$ cat config.mk
export PLATFORM = sky130hd
export DESIGN_NAME = mem_port_arbiter
export DESIGN_NICKNAME = d
export VERILOG_FILES = /design/src/rtl/mem_arb_pkg.sv /design/src/rtl/mem_port_arbiter_rr_pick.sv /design/src/rtl/mem_port_arbiter.sv
export SDC_FILE = /design/constraint.sdc
export NUM_CORES = 1
export LEC_CHECK = 0
export CORE_MARGIN = 2
export CORE_UTILIZATION = 58
export CTS_BUF_LIST = sky130_fd_sc_hd__clkbuf_8
export DETAILED_ROUTE_END_ITERATION = 6
export HOLD_SLACK_MARGIN = 0.06
export PLACE_DENSITY = 0.93
export SETUP_SLACK_MARGIN = 0.4
export SLEW_MARGIN = 20
export SYNTH_ARGS = -nofsm -noshare
export SYNTH_HDL_FRONTEND = slang
export SYNTH_SLANG_ARGS = --single-unit
$ cat constraint.sdc
create_clock -name clk -period 5.4 [get_ports clk]
set_input_delay 1.08 -clock clk [delete_from_list [all_inputs] [get_ports clk]]
set_output_delay 1.08 -clock clk [all_outputs]
set_load 0.01 [all_outputs]
$ cat src/rtl/mem_arb_pkg.sv
// Shared types for the memory port arbiter.
// Requester vectors, round-robin pointer and FSM states.
package mem_arb_pkg;

  localparam int N_REQ = 4;
  localparam int PTR_W = $clog2(N_REQ);

  typedef logic [N_REQ-1:0] req_vec_t;
  typedef logic [PTR_W-1:0] ptr_t;

  typedef enum logic {
    ARB_IDLE,
    ARB_ACCESS
  } arb_state_t;

  function automatic ptr_t onehot_idx(req_vec_t v);
    ptr_t idx;
    idx = '0;
    for (int i = 0; i < N_REQ; i++) begin
      if (v[i]) idx = ptr_t'(i);
    end
    return idx;
  endfunction

endpackage

$ cat src/rtl/mem_port_arbiter_rr_pick.sv
// Round-robin picker: first eligible bit at or after rr_ptr.
// Purely combinational, one-hot result.
import mem_arb_pkg::*;

module rr_pick (
  input  req_vec_t eligible,
  input  ptr_t     rr_ptr,
  output req_vec_t winner,
  output logic     any_valid
);

  ptr_t idx;

  always_comb begin
    winner = '0;
    idx    = '0;
    for (int i = 0; i < N_REQ; i++) begin
      idx = rr_ptr + ptr_t'(i);
      if (winner == '0 && eligible[idx])
        winner[idx] = 1'b1;
    end
  end

  assign any_valid = |eligible;

endmodule

$ cat src/rtl/mem_port_arbiter.sv
// Memory port arbiter: round-robin grant, address-mux select,
// fixed-latency access sequencing and completion ack.
import mem_arb_pkg::*;

module mem_port_arbiter #(
  parameter int MEM_LAT = 2
) (
  input  logic             clk,
  input  logic             rst,
  input  logic [N_REQ-1:0] req,
  input  logic [N_REQ-1:0] req_wr,
  output logic [N_REQ-1:0] gnt,
  output logic [N_REQ-1:0] sel_addr,
  output logic             mem_rd,
  output logic             mem_wr,
  output logic [N_REQ-1:0] ack,
  output logic             busy
);

  localparam int CNT_W = $clog2(MEM_LAT + 1);
  localparam logic [CNT_W-1:0] CNT_LOAD = CNT_W'(MEM_LAT - 1);
  localparam logic [CNT_W-1:0] CNT_ONE  = CNT_W'(1);

  arb_state_t       state, state_n;
  logic [CNT_W-1:0] cnt, cnt_n;
  ptr_t             rr_ptr, rr_ptr_n;
  req_vec_t         gnt_n, ack_n;
  logic             rd_n, wr_n, busy_n;

  req_vec_t eligible, winner;
  logic     any_valid;
  logic     win_wr;

  // A requester still holding req in its ack cycle must not win again.
  assign eligible = req & ~ack;
  assign win_wr   = |(req_wr & winner);

  rr_pick u_pick (
    .eligible  (eligible),
    .rr_ptr    (rr_ptr),
    .winner    (winner),
    .any_valid (any_valid)
  );

  always_ff @(posedge clk or posedge rst) begin
    if (rst) begin
      state  <= ARB_IDLE;
      cnt    <= '0;
      rr_ptr <= '0;
      gnt    <= '0;
      ack    <= '0;
      mem_rd <= 1'b0;
      mem_wr <= 1'b0;
      busy   <= 1'b0;
    end else begin
      state  <= state_n;
      cnt    <= cnt_n;
      rr_ptr <= rr_ptr_n;
      gnt    <= gnt_n;
      ack    <= ack_n;
      mem_rd <= rd_n;
      mem_wr <= wr_n;
      busy   <= busy_n;
    end
  end

  always_comb begin
    state_n  = state;
    cnt_n    = cnt;
    rr_ptr_n = rr_ptr;
    gnt_n    = gnt;
    ack_n    = '0;
    rd_n     = mem_rd;
    wr_n     = mem_wr;
    busy_n   = busy;
    unique case (state)
      ARB_IDLE: begin
        if (any_valid) begin
          state_n  = ARB_ACCESS;
          cnt_n    = CNT_LOAD;
          rr_ptr_n = onehot_idx(winner) + ptr_t'(1);
          gnt_n    = winner;
          ack_n    = (MEM_LAT == 1) ? winner : '0;
          rd_n     = ~win_wr;
          wr_n     = win_wr;
          busy_n   = 1'b1;
        end
      end
      ARB_ACCESS: begin
        if (cnt != '0) begin
          cnt_n = cnt - CNT_ONE;
          ack_n = (cnt == CNT_ONE) ? gnt : '0;
        end else if (any_valid) begin
          // Back-to-back grant straight out of the ack cycle.
          cnt_n    = CNT_LOAD;
          rr_ptr_n = onehot_idx(winner) + ptr_t'(1);
          gnt_n    = winner;
          ack_n    = (MEM_LAT == 1) ? winner : '0;
          rd_n     = ~win_wr;
          wr_n     = win_wr;
          busy_n   = 1'b1;
        end else begin
          state_n = ARB_IDLE;
          gnt_n   = '0;
          rd_n    = 1'b0;
          wr_n    = 1'b0;
          busy_n  = 1'b0;
        end
      end
      default: state_n = ARB_IDLE;
    endcase
  end

  assign sel_addr = gnt;

endmodule
; ---- Yosys cells after proc, flatten, opt, wreduce, memory -nomap -nowiden
; Cells that the tools add are included.
[totals]
ramBits = 0
latchBits = 0
in_bits = 10
ff_bits = 16
elab_cells = 104
memories = 0
romBits = 0
[op_classes]
shift = 0
multipliers = 0
n_eq_ne = 4
n_bitwise = 8
magnitude_cmp = 8
add_sub_neg = 6
n_mux = 55
reduce_logical = 15
n_div = 0
[op_table]
columns = operator, n
row1 = two-way mux 4 bit, 9
row2 = two-way mux 2 bit, 11
row3 = two-way mux 1 bit, 19
row4 = case mux 4 bit (2 select lines), 2
row5 = logical NOT 4 bit, 3
row6 = "< comparator 2 x 3 -> 1 bit, second input constant", 4
row7 = bitwise OR 4 bit, 3
row8 = AND 4 bit, 2
row9 = binary-select mux 1 bit (select 2 bit), 4
row10 = demux 1 bit (select 2 bit), 4
row11 = "greater-or-equal comparator 2 x 1 -> 1 bit, second input constant", 4
row12 = case mux 1 bit (2 select lines), 4
row13 = case mux 2 bit (2 select lines), 2
row14 = OR reduction 4 bit, 2
row15 = logical AND 1 bit, 7
row16 = "adder 2 x 1 -> 2 bit, second input constant", 3
row17 = "adder 2 bit, second input constant", 2
row18 = "!= test 2 bit, second input constant", 2
row19 = inverter 4 bit, 1
row20 = AND reduction 3 bit, 1
row21 = "equality test 2 x 1 -> 1 bit, second input constant", 1
row22 = "!= test 2 x 1 -> 1 bit, second input constant", 1
row23 = inverter 1 bit, 2
row24 = AND reduction 2 bit, 1
row25 = 2 further kinds, 2

; ---- Longest topological paths before layout
; Gate-level depths: netlist of run 1.
[logic_depth]
depth_word = 24
ltp_mapped = 12
ltp_nobuf = 10

; ---- By module
; Synthesis of run 1 repeated with hierarchy kept, for this count alone.
[unflattened]
cells_unflattened = 112
area_unflattened_um2 = 1231.2
[modules_own_cells]
columns = module, seq_area_each_um2, cells_per_inst, area_each_um2, n_inst
row1 = mem_port_arbiter, 400.4, 58, 699.4, 1
row2 = rr_pick, 0.0, 54, 531.8, 1

; ---- Worst setup path before layout of run 1
; No wires, ideal clock.
[synth_path]
kind = input -> register
startpoint = input req[0]
endpoint = register mem_rd
cell_stages = 8
path_buffers = 0
required_ns = 5.279
slack_ns = 2.126
arrival_ns = 3.153
path_cell_list = and4bb_2 -> or4_4 -> a32o_2 -> a211o_1 -> nor4_4 -> a21oi_1 -> o2111a_1 -> a22o_1
[synth_between]
elab_chain_len = 19
elab_cells_between_ends = 32
cone_classes = 1 x eq/ne / 16 x mux / 6 x bitwise / 9 x reduce/logical
[synth_lines]
columns = item, line
row1 = "start, declared", mem_port_arbiter.sv:10  ; input logic [N_REQ-1:0] req,
row2 = AND 4 bit *, mem_port_arbiter.sv:35  ; assign eligible = req & ~ack;
row3 = binary-select mux 1 bit (select 2 bit), mem_port_arbiter_rr_pick.sv:19  ; if (winner == '0 && eligible[idx])
row4 = two-way mux 1 bit (not written as such), mem_port_arbiter_rr_pick.sv:19
row5 = two-way mux 4 bit, mem_port_arbiter_rr_pick.sv:19
row6 = logical NOT 4 bit, mem_port_arbiter_rr_pick.sv:19
row7 = logical AND 1 bit, mem_port_arbiter_rr_pick.sv:19
row8 = two-way mux 4 bit, mem_port_arbiter_rr_pick.sv:19
row9 = logical NOT 4 bit, mem_port_arbiter_rr_pick.sv:19
row10 = [... 3 more ...], --
row11 = logical AND 1 bit, mem_port_arbiter_rr_pick.sv:19
row12 = two-way mux 4 bit, mem_port_arbiter_rr_pick.sv:19
row13 = AND 4 bit, mem_port_arbiter.sv:36  ; assign win_wr = |(req_wr & winner);
row14 = OR reduction 4 bit, mem_port_arbiter.sv:36
row15 = inverter 1 bit, "mem_port_arbiter.sv:84, mem_port_arbiter.sv:99"
row16 = two-way mux 1 bit, mem_port_arbiter.sv:93  ; end else if (any_valid) begin
row17 = two-way mux 1 bit, mem_port_arbiter.sv:90  ; if (cnt != '0) begin
row18 = case mux 1 bit (2 select lines), mem_port_arbiter.sv:76  ; unique case (state)
row19 = "end signal, assigned", mem_port_arbiter.sv:61  ; mem_rd <= rd_n;
row20 = "end, declared", mem_port_arbiter.sv:14  ; output logic mem_rd,
; Every way passes the cells marked *; elsewhere a longest branch is shown, timed or not. The select of a mux whose other input is x is not followed.
; A chain may end at the register's enable or synchronous reset.

; ---- Worst setup path in the final report of run 1
[layout_path]
startpoint = input req[3]
endpoint = register mem_wr
[layout_between]
elab_chain_len = 18
elab_cells_between_ends = 31
cone_classes = 1 x eq/ne / 16 x mux / 5 x bitwise / 9 x reduce/logical
[layout_lines]
columns = item, line
row1 = AND 4 bit *, mem_port_arbiter.sv:35
row2 = binary-select mux 1 bit (select 2 bit), mem_port_arbiter_rr_pick.sv:19
row3 = two-way mux 1 bit (not written as such), mem_port_arbiter_rr_pick.sv:19
row4 = two-way mux 4 bit, mem_port_arbiter_rr_pick.sv:19
row5 = logical NOT 4 bit, mem_port_arbiter_rr_pick.sv:19
row6 = logical AND 1 bit, mem_port_arbiter_rr_pick.sv:19
row7 = two-way mux 4 bit, mem_port_arbiter_rr_pick.sv:19
row8 = logical NOT 4 bit, mem_port_arbiter_rr_pick.sv:19
row9 = [... 2 more ...], --
row10 = logical NOT 4 bit, mem_port_arbiter_rr_pick.sv:19
row11 = logical AND 1 bit, mem_port_arbiter_rr_pick.sv:19
row12 = two-way mux 4 bit, mem_port_arbiter_rr_pick.sv:19
row13 = AND 4 bit, mem_port_arbiter.sv:36
row14 = OR reduction 4 bit, mem_port_arbiter.sv:36
row15 = two-way mux 1 bit, mem_port_arbiter.sv:93
row16 = two-way mux 1 bit, mem_port_arbiter.sv:90
row17 = case mux 1 bit (2 select lines), mem_port_arbiter.sv:76
row18 = "end signal, assigned", mem_port_arbiter.sv:62  ; mem_wr <= wr_n;
row19 = "end, declared", mem_port_arbiter.sv:15  ; output logic mem_wr,
; Marked as above.

==> results of run 1 <==
## registers in the layout, indices dropped and copies added, names as in the netlist
| name | cells |
|---|---|
| rr_ptr | 2 |
| mem_rd | 1 |
| mem_wr | 1 |
| busy | 1 |
| cnt | 2 |
| gnt | 4 |
| state | 1 |
| ack | 4 |
## per-layer routing
| layer | vias to the layer above | part of all wire | track usage |
|---|---|---|---|
| met4 | 0 | 0.010 | 0.0965 |
| met5 | - | 0 | 0 |
| li1 | 557 | - | - |
| met2 | 44 | 0.50 | 0.468 |
| met3 | 5 | 0.044 | 0.0259 |
| met1 | 614 | 0.44 | 0.369 |
## power groups by stage
stage	Sequential, mW	Combinational, mW	Clock [mW]
floorplan	0.218	0.578	0
global placement	0.220	0.739	0
detailed placement	0.224	0.769	0
CTS	0.223	0.775	0.0885
global route	0.232	0.856	0.0917
finish	0.225	0.789	0.0898
## layout make-up
type | count | area [µm²] | share of cell area
Tap cell | 28 | 35.0 | 0.0222
Clock buffer | 3 | 41.3 | 0.0261
Timing Repair Buffer | 24 | 240 | 0.152
Inverter | 6 | 22.5 | 0.0143
Sequential cell | 16 | 400 | 0.254
Multi-Input combinational cell | 105 | 840 | 0.532
## metrics by stage
step / power [mW] / hold WS (ns) / instance area, µm² / util / instances
global placement: 0.959 / 0.464 / 1540 / 0.709 / 179
global route: 1.18 / 0.540 / 1580 / 0.728 / 182
detailed placement: 0.993 / 0.468 / 1540 / 0.709 / 179
floorplan: 0.796 / 0.462 / 1320 / - / 133
CTS: 1.09 / 0.487 / 1580 / 0.728 / 182
finish: 1.10 / 0.488 / 1580 / 0.728 / 182
## cells by family (layout without fill, tap and decap cells)
group,after synthesis,count (layout),synth area share
compound gates,44,44,0.248
fa+ha+maj,7,7,0.0666
buf+inv,12,33,0.0571
flops,16,16,0.304
mux,2,2,0.0371
simple gates,52,52,0.286
## worst paths after layout
| path | from | slack, ns | to | cells past startpoint |
|---|---|---|---|---|
| worst max-delay path | req[3] | 1.70 | mem_wr | 9 |
| worst min-delay path | busy | 0.49 | busy | 2 |
| worst max register to register | rr_ptr[0] | 1.72 | mem_wr | 10 |
| worst min register to register | busy | 0.49 | busy | 2 |
| max in group asynchronous | rst | 3.82 | rr_ptr[0] | 2 |
| min in group asynchronous | rst | 1.20 | rr_ptr[1] | 2 |
## synthesized netlist by cell type, types with 3 or more instances
cell type | number | area (µm²)
a211oi_1 | 5 | 37.5
o21ai_1 | 4 | 20.0
buf_4 | 4 | 30.0
and2_1 | 6 | 37.5
nand2b_1 | 5 | 31.3
nor2_1 | 6 | 22.5
inv_1 | 6 | 22.5
dfrtp_1 | 16 | 400
a21oi_1 | 7 | 35.0
a22o_1 | 3 | 26.3
nand2_1 | 12 | 45.0
a211o_1 | 4 | 35.0
ha_1 | 7 | 87.6
o21ai_0 | 5 | 25.0
## worst min-delay path: cells and delay by family, from the launching register on
family / cells / cell delay (ns)
simple gates: 2 / 0.11
flops: 1 / 0.35
==> impl_metrics.env, run 1 <==
export IMPL_ir_drop_mv=0.416
export IMPL_cts_path_max_buffers=2
export IMPL_slew_headroom=0.610
export IMPL_status="completed"
export IMPL_fin_tns_setup_ns=0
export IMPL_crit_family="compound AO/OA/AOI/OAI gates"
export IMPL_dp_final_hpwl_mm=2.46
export IMPL_power_frac_clock=0.081
export IMPL_rows=17
export IMPL_synth_flop_cell="dfrtp_1"
export IMPL_drt_vias_per_instance=6.70
export IMPL_globalRouteTotalUtil=0.276
export IMPL_start_util=0.606
export IMPL_combPwrFrac=0.715
export IMPL_nNetsFinal=173
export IMPL_rsz0062_at_grt="no"
export IMPL_cts_resized=0
export IMPL_layout_area_overhead_vs_synth_pct=20.1
export IMPL_maxCapViolations=0
export IMPL_cts_sinks=16
export IMPL_gp_congestion=0.905
export IMPL_grt_first_pass_wirelength_mm=5.58
export IMPL_crit_slowest_cell="nor4_2"
export IMPL_drc=0
export IMPL_syn_nets=150
export IMPL_fillCellCount=170
export IMPL_internal_power_mw=0.576
export IMPL_dieArea_mm2=0.00266
export IMPL_worst_pin_slew_ns=0.585
export IMPL_power_leakage_nw=0.665
export IMPL_cp_buffers_inverters=1
export IMPL_hp_class="reg2reg"
export IMPL_io_buffers=24
export IMPL_dp_slack_ns=1.45
export IMPL_syn_inst=133
export IMPL_cp_cell_sequence="clkdlybuf4s50_1 > nor4bb_1 > nor4_2 > o21ai_0 > a221oi_1 > nor4_4 > a221o_2 > a32oi_1 > o21ai_1"
export IMPL_cts_tree="done"
export IMPL_syn_cell_area_mm2=0.00132
export IMPL_drtAntennaViolNets=0
export IMPL_switching_share=0.479
export IMPL_die_y_um=51.6
export IMPL_final_cell_mix="clkdlybuf4s50_1 (24), dfrtp_1 (16), nand2_1 (12)"
export IMPL_finalSetupViolCount=0
export IMPL_drive_gt1_frac=0.162
export IMPL_antenna_found_initial=0
export IMPL_syn_area_per_cell_um2=9.89
export IMPL_wirelength_mm=3.32
export IMPL_seq_power_share=0.204
export IMPL_power_net_switching_mw=0.529
export IMPL_slew_viol_final=0
export IMPL_grt_pass1_vias=1175
export IMPL_cp_max_fo=5
export IMPL_arrival_ns=3.83
export IMPL_yosys_cell_types_count=50
export IMPL_yosys_warnings=0
export IMPL_insertion_delay_ns=0.25
export IMPL_finalCritPeriodShare=0.686
export IMPL_htree_levels=1
export IMPL_fmax_mhz=270
export IMPL_synth_edf_count=0
export IMPL_cpPeakStageDelay_ns=0.51
export IMPL_cts_root_buf="clkbuf_8"
export IMPL_fin_ws_ns=1.70
export IMPL_drt_iter0_drc=39
export IMPL_vias=1220
export IMPL_antenna_cells=0
export IMPL_hold_buffers=0
export IMPL_routedWlPerCell_um=18.2
export IMPL_critPathKind="in2reg"
export IMPL_firstDrtPassIters=4
export IMPL_yosysSeqAreaShare=0.304
export IMPL_ys_ff_latch=16
export IMPL_layout_commonest_cell="clkdlybuf4s50_1"
export IMPL_cp_start_kind="input port"
export IMPL_hold_viol=0
export IMPL_fin_skew_ns=0.00404
export IMPL_core_area_mm2=0.00217
export IMPL_end_kind="flop"
export IMPL_die_w_um=51.6
export IMPL_async_flop_share=1.00
export IMPL_cts_setup_buffers=0
export IMPL_io_pins=25
export IMPL_cts_buffers_inserted=3
export IMPL_min_period_ns=3.70
export IMPL_cp_required_ns=5.53
export IMPL_grt_overflow=0
export IMPL_grt_max_degree=17
export IMPL_powerDensity_mw_per_mm2=699
export IMPL_clk_pin_slew_ns=0.06
Note: power is estimated with default switching activity, not from simulation.
==> run 2, diff against run 1 <==
--- a/config.mk
+++ b/config.mk
@@ -6,11 +6,11 @@
 export NUM_CORES = 1
 export LEC_CHECK = 0
 export CORE_MARGIN = 2
-export CORE_UTILIZATION = 58
+export CORE_UTILIZATION = 48
 export CTS_BUF_LIST = sky130_fd_sc_hd__clkbuf_8
 export DETAILED_ROUTE_END_ITERATION = 6
 export HOLD_SLACK_MARGIN = 0.06
-export PLACE_DENSITY = 0.93
+export PLACE_DENSITY = 0.83
 export SETUP_SLACK_MARGIN = 0.4
 export SLEW_MARGIN = 20
 export SYNTH_ARGS = -nofsm -noshare
==> constraint.sdc (replaced) <==
create_clock -name clk -period 3.14 [get_ports clk]
set_input_delay 0.628 -clock clk [delete_from_list [all_inputs] [get_ports clk]]
set_output_delay 0.628 -clock clk [all_outputs]
set_load 0.01 [all_outputs]
==> impl_metrics.env, run 2 (synthesis gave the netlist of run 1 again) <==
export IMPL_status="completed"
export IMPL_reg_top3="ack: 4 flops, gnt: 4 flops"
export IMPL_grt_max_degree=17
export IMPL_crit_slowest_cell="or4_4"
export IMPL_gp_congestion=0.855
export IMPL_io_buffers=24
export IMPL_dpl_instance_area_mm2=0.00172
export IMPL_insertion_delay_ns=0.26
export IMPL_drtAntennaViolNets=0
export IMPL_cp_required_ns=3.30
export IMPL_firstDrtPassIters=4
export IMPL_die_w_um=56.3
export IMPL_hp_class="reg2reg"
export IMPL_cp_buffers_inverters=3
export IMPL_min_period_ns=3.01
export IMPL_antenna_cells=0
export IMPL_power_frac_clock=0.061
export IMPL_globalRouteTotalUtil=0.258
export IMPL_cp_max_fo=5
export IMPL_worstHoldStart="busy"
export IMPL_combPwrFrac=0.797
export IMPL_final_area_mm2=0.00196
export IMPL_dieArea_mm2=0.00317
export IMPL_switching_share=0.446
export IMPL_drive_gt1_frac=0.390
export IMPL_cts_sinks=16
export IMPL_antenna_found_initial=0
export IMPL_internal_power_mw=1.44
export IMPL_slew_headroom=0.597
export IMPL_cts_path_max_buffers=2
export IMPL_final_cell_mix="buf_4 (30), clkdlybuf4s50_1 (20), dfrtp_1 (14)"
export IMPL_io_pins=25
export IMPL_powerDensity_mw_per_mm2=1330
export IMPL_ir_drop_mv=0.909
export IMPL_slew_viol_final=0
export IMPL_worst_pin_slew_ns=0.605
export IMPL_cts_tree="done"
export IMPL_fmax_mhz=332
export IMPL_htree_levels=1
export IMPL_hold_viol=0
export IMPL_power_leakage_nw=0.871
export IMPL_cts_root_buf="clkbuf_8"
export IMPL_grt_overflow=0
export IMPL_maxCapViolations=0
export IMPL_drt_vias_per_instance=6.24
export IMPL_cp_cell_sequence="inv_4 > ha_4 > and4b_2 > or4_4 > buf_4 > o211ai_1 > nand4b_2 > nor4_4 > buf_4 > a211o_1 > a211oi_1 > o31ai_1"
export IMPL_dp_final_hpwl_mm=2.74
export IMPL_rows=18
export IMPL_grt_first_pass_wirelength_mm=6.43
export IMPL_critPathKind="reg2reg"
export IMPL_layout_area_overhead_vs_synth_pct=49.3
export IMPL_cp_start_kind="flop"
export IMPL_clk_pin_slew_ns=0.06
export IMPL_final_util=0.771
export IMPL_r2r_start="rr_ptr[1]"
export IMPL_start_util=0.517
export IMPL_grt_pass1_vias=1360
export IMPL_rsz0062_at_grt="yes"
export IMPL_path_common_cell="buf_4"
export IMPL_power_net_switching_mw=1.16
export IMPL_cts_buffers_inserted=3
export IMPL_fillCellCount=180
export IMPL_layout_commonest_cell="buf_4"
export IMPL_crit_family="simple AND/OR/NAND/NOR gates"
export IMPL_arrival_ns=3.18
export IMPL_drt_iter0_drc=94
export IMPL_die_y_um=56.3
export IMPL_finalSetupViolCount=0
export IMPL_power_total_mw=2.60
export IMPL_vias=1354
export IMPL_core_area_mm2=0.00254
export IMPL_finalCritPeriodShare=0.960
export IMPL_wirelength_mm=4.09
export IMPL_nNetsFinal=205
export IMPL_cp_startpoint="rr_ptr[1]"
export IMPL_routedWlPerCell_um=18.8
export IMPL_cpPeakStageDelay_ns=0.54
export IMPL_fin_skew_ns=0.00529
export IMPL_end_kind="flop"
export IMPL_drc=0
export IMPL_seq_power_share=0.142
-- run 2: cell types whose count changed in the layout (fill, tap and decap cells not counted), moves of 3 or more --
cell / before / now
a211oi_1: 5 / 2
a211oi_2: 0 / 3
clkdlybuf4s50_1: 24 / 20
dlygate4sd2_1: 0 / 4
buf_4: 0 / 30
-- run 2: worst paths after layout --
kind / endpoint / slack (ns) / cells after the start
worst min-delay path: busy / 0.50 / 2
max in group asynchronous: rr_ptr[0] / 1.97 / 2
worst max-delay path: rr_ptr[1] / 0.13 / 12
worst min register to register: busy / 0.50 / 2
worst max register to register: rr_ptr[1] / 0.13 / 12
min in group asynchronous: gnt[1] / 0.74 / 2
-- run 2: through the flow --
| stage | TNS (ns) | setup slack [ns] | std cells | hold WS [ns] |
|---|---|---|---|---|
| floorplan | 0 | 0.0916 | 133 | 0.462 |
| global placement | -0.913 | -0.228 | 201 | 0.467 |
| detailed placement | -1.32 | -0.262 | 201 | 0.475 |
| CTS | 0 | 0.195 | 212 | 0.498 |
| global route | 0 | 0.0275 | 217 | 0.528 |
| finish | 0 | 0.127 | 217 | 0.499 |
-- run 2: layout make-up --
class / count / area (µm²) / share of cell area
Timing Repair Buffer: 56 / 483 / 0.246
Clock inverter: 1 / 3.75 / 0.00191
Inverter: 6 / 30.0 / 0.0153
Multi-Input combinational cell: 105 / 965 / 0.491
Sequential cell: 16 / 403 / 0.205
Clock buffer: 3 / 41.3 / 0.0210
Tap cell: 30 / 37.5 / 0.0191
-- run 2: what timing repair did --
action / 4_1_cts / 5_1_grt
pin swaps: 14 / 6
gates resized for setup: 20 / 6
hold buffers: 0 / 0
endpoints found under the setup margin: 8 / 8
buffers inserted: 7 / 5
-- run 2: metal layers --
layer,GRT usage,vias to the layer above,part of all wire
li1,-,624,-
met1,0.313,659,0.42
met2,0.450,55,0.50
met3,0.0323,16,0.046
met4,0.122,0,0.028
met5,0,-,0
-- run 2: power by group through the flow --
stage                     clock [mW]  sequential, mW  combinational, mW
after global routing           0.168           0.379               2.21
after CTS                      0.159           0.363               1.88
final                          0.158           0.370               2.07
after detailed placement           0           0.357               1.63
after global placement             0           0.352               1.57
after floorplan                    0           0.376               1.03
-- run 2: worst register-to-register path: stages, from the launching register on --
cell and delay [ns]:
dfrtp_2 0.43, inv_4 0.08, ha_4 0.21, and4b_2 0.24, or4_4 0.54, buf_4 0.15
o211ai_1 0.14, nand4b_2 0.20, nor4_4 0.32, buf_4 0.18, a211o_1 0.16, a211oi_1 0.06
o31ai_1 0.22
==> run 3, diff against run 2 <==
--- a/config.mk
+++ b/config.mk
@@ -8,6 +8,7 @@
 export CORE_MARGIN = 2
 export CORE_UTILIZATION = 48
 export CTS_BUF_LIST = sky130_fd_sc_hd__clkbuf_8
+export CTS_CLUSTER_SIZE = 16
 export DETAILED_ROUTE_END_ITERATION = 6
 export HOLD_SLACK_MARGIN = 0.06
 export PLACE_DENSITY = 0.83
==> results of run 3 <==
Same layout as run 2: the final DEF is identical, and so are final timing and power.
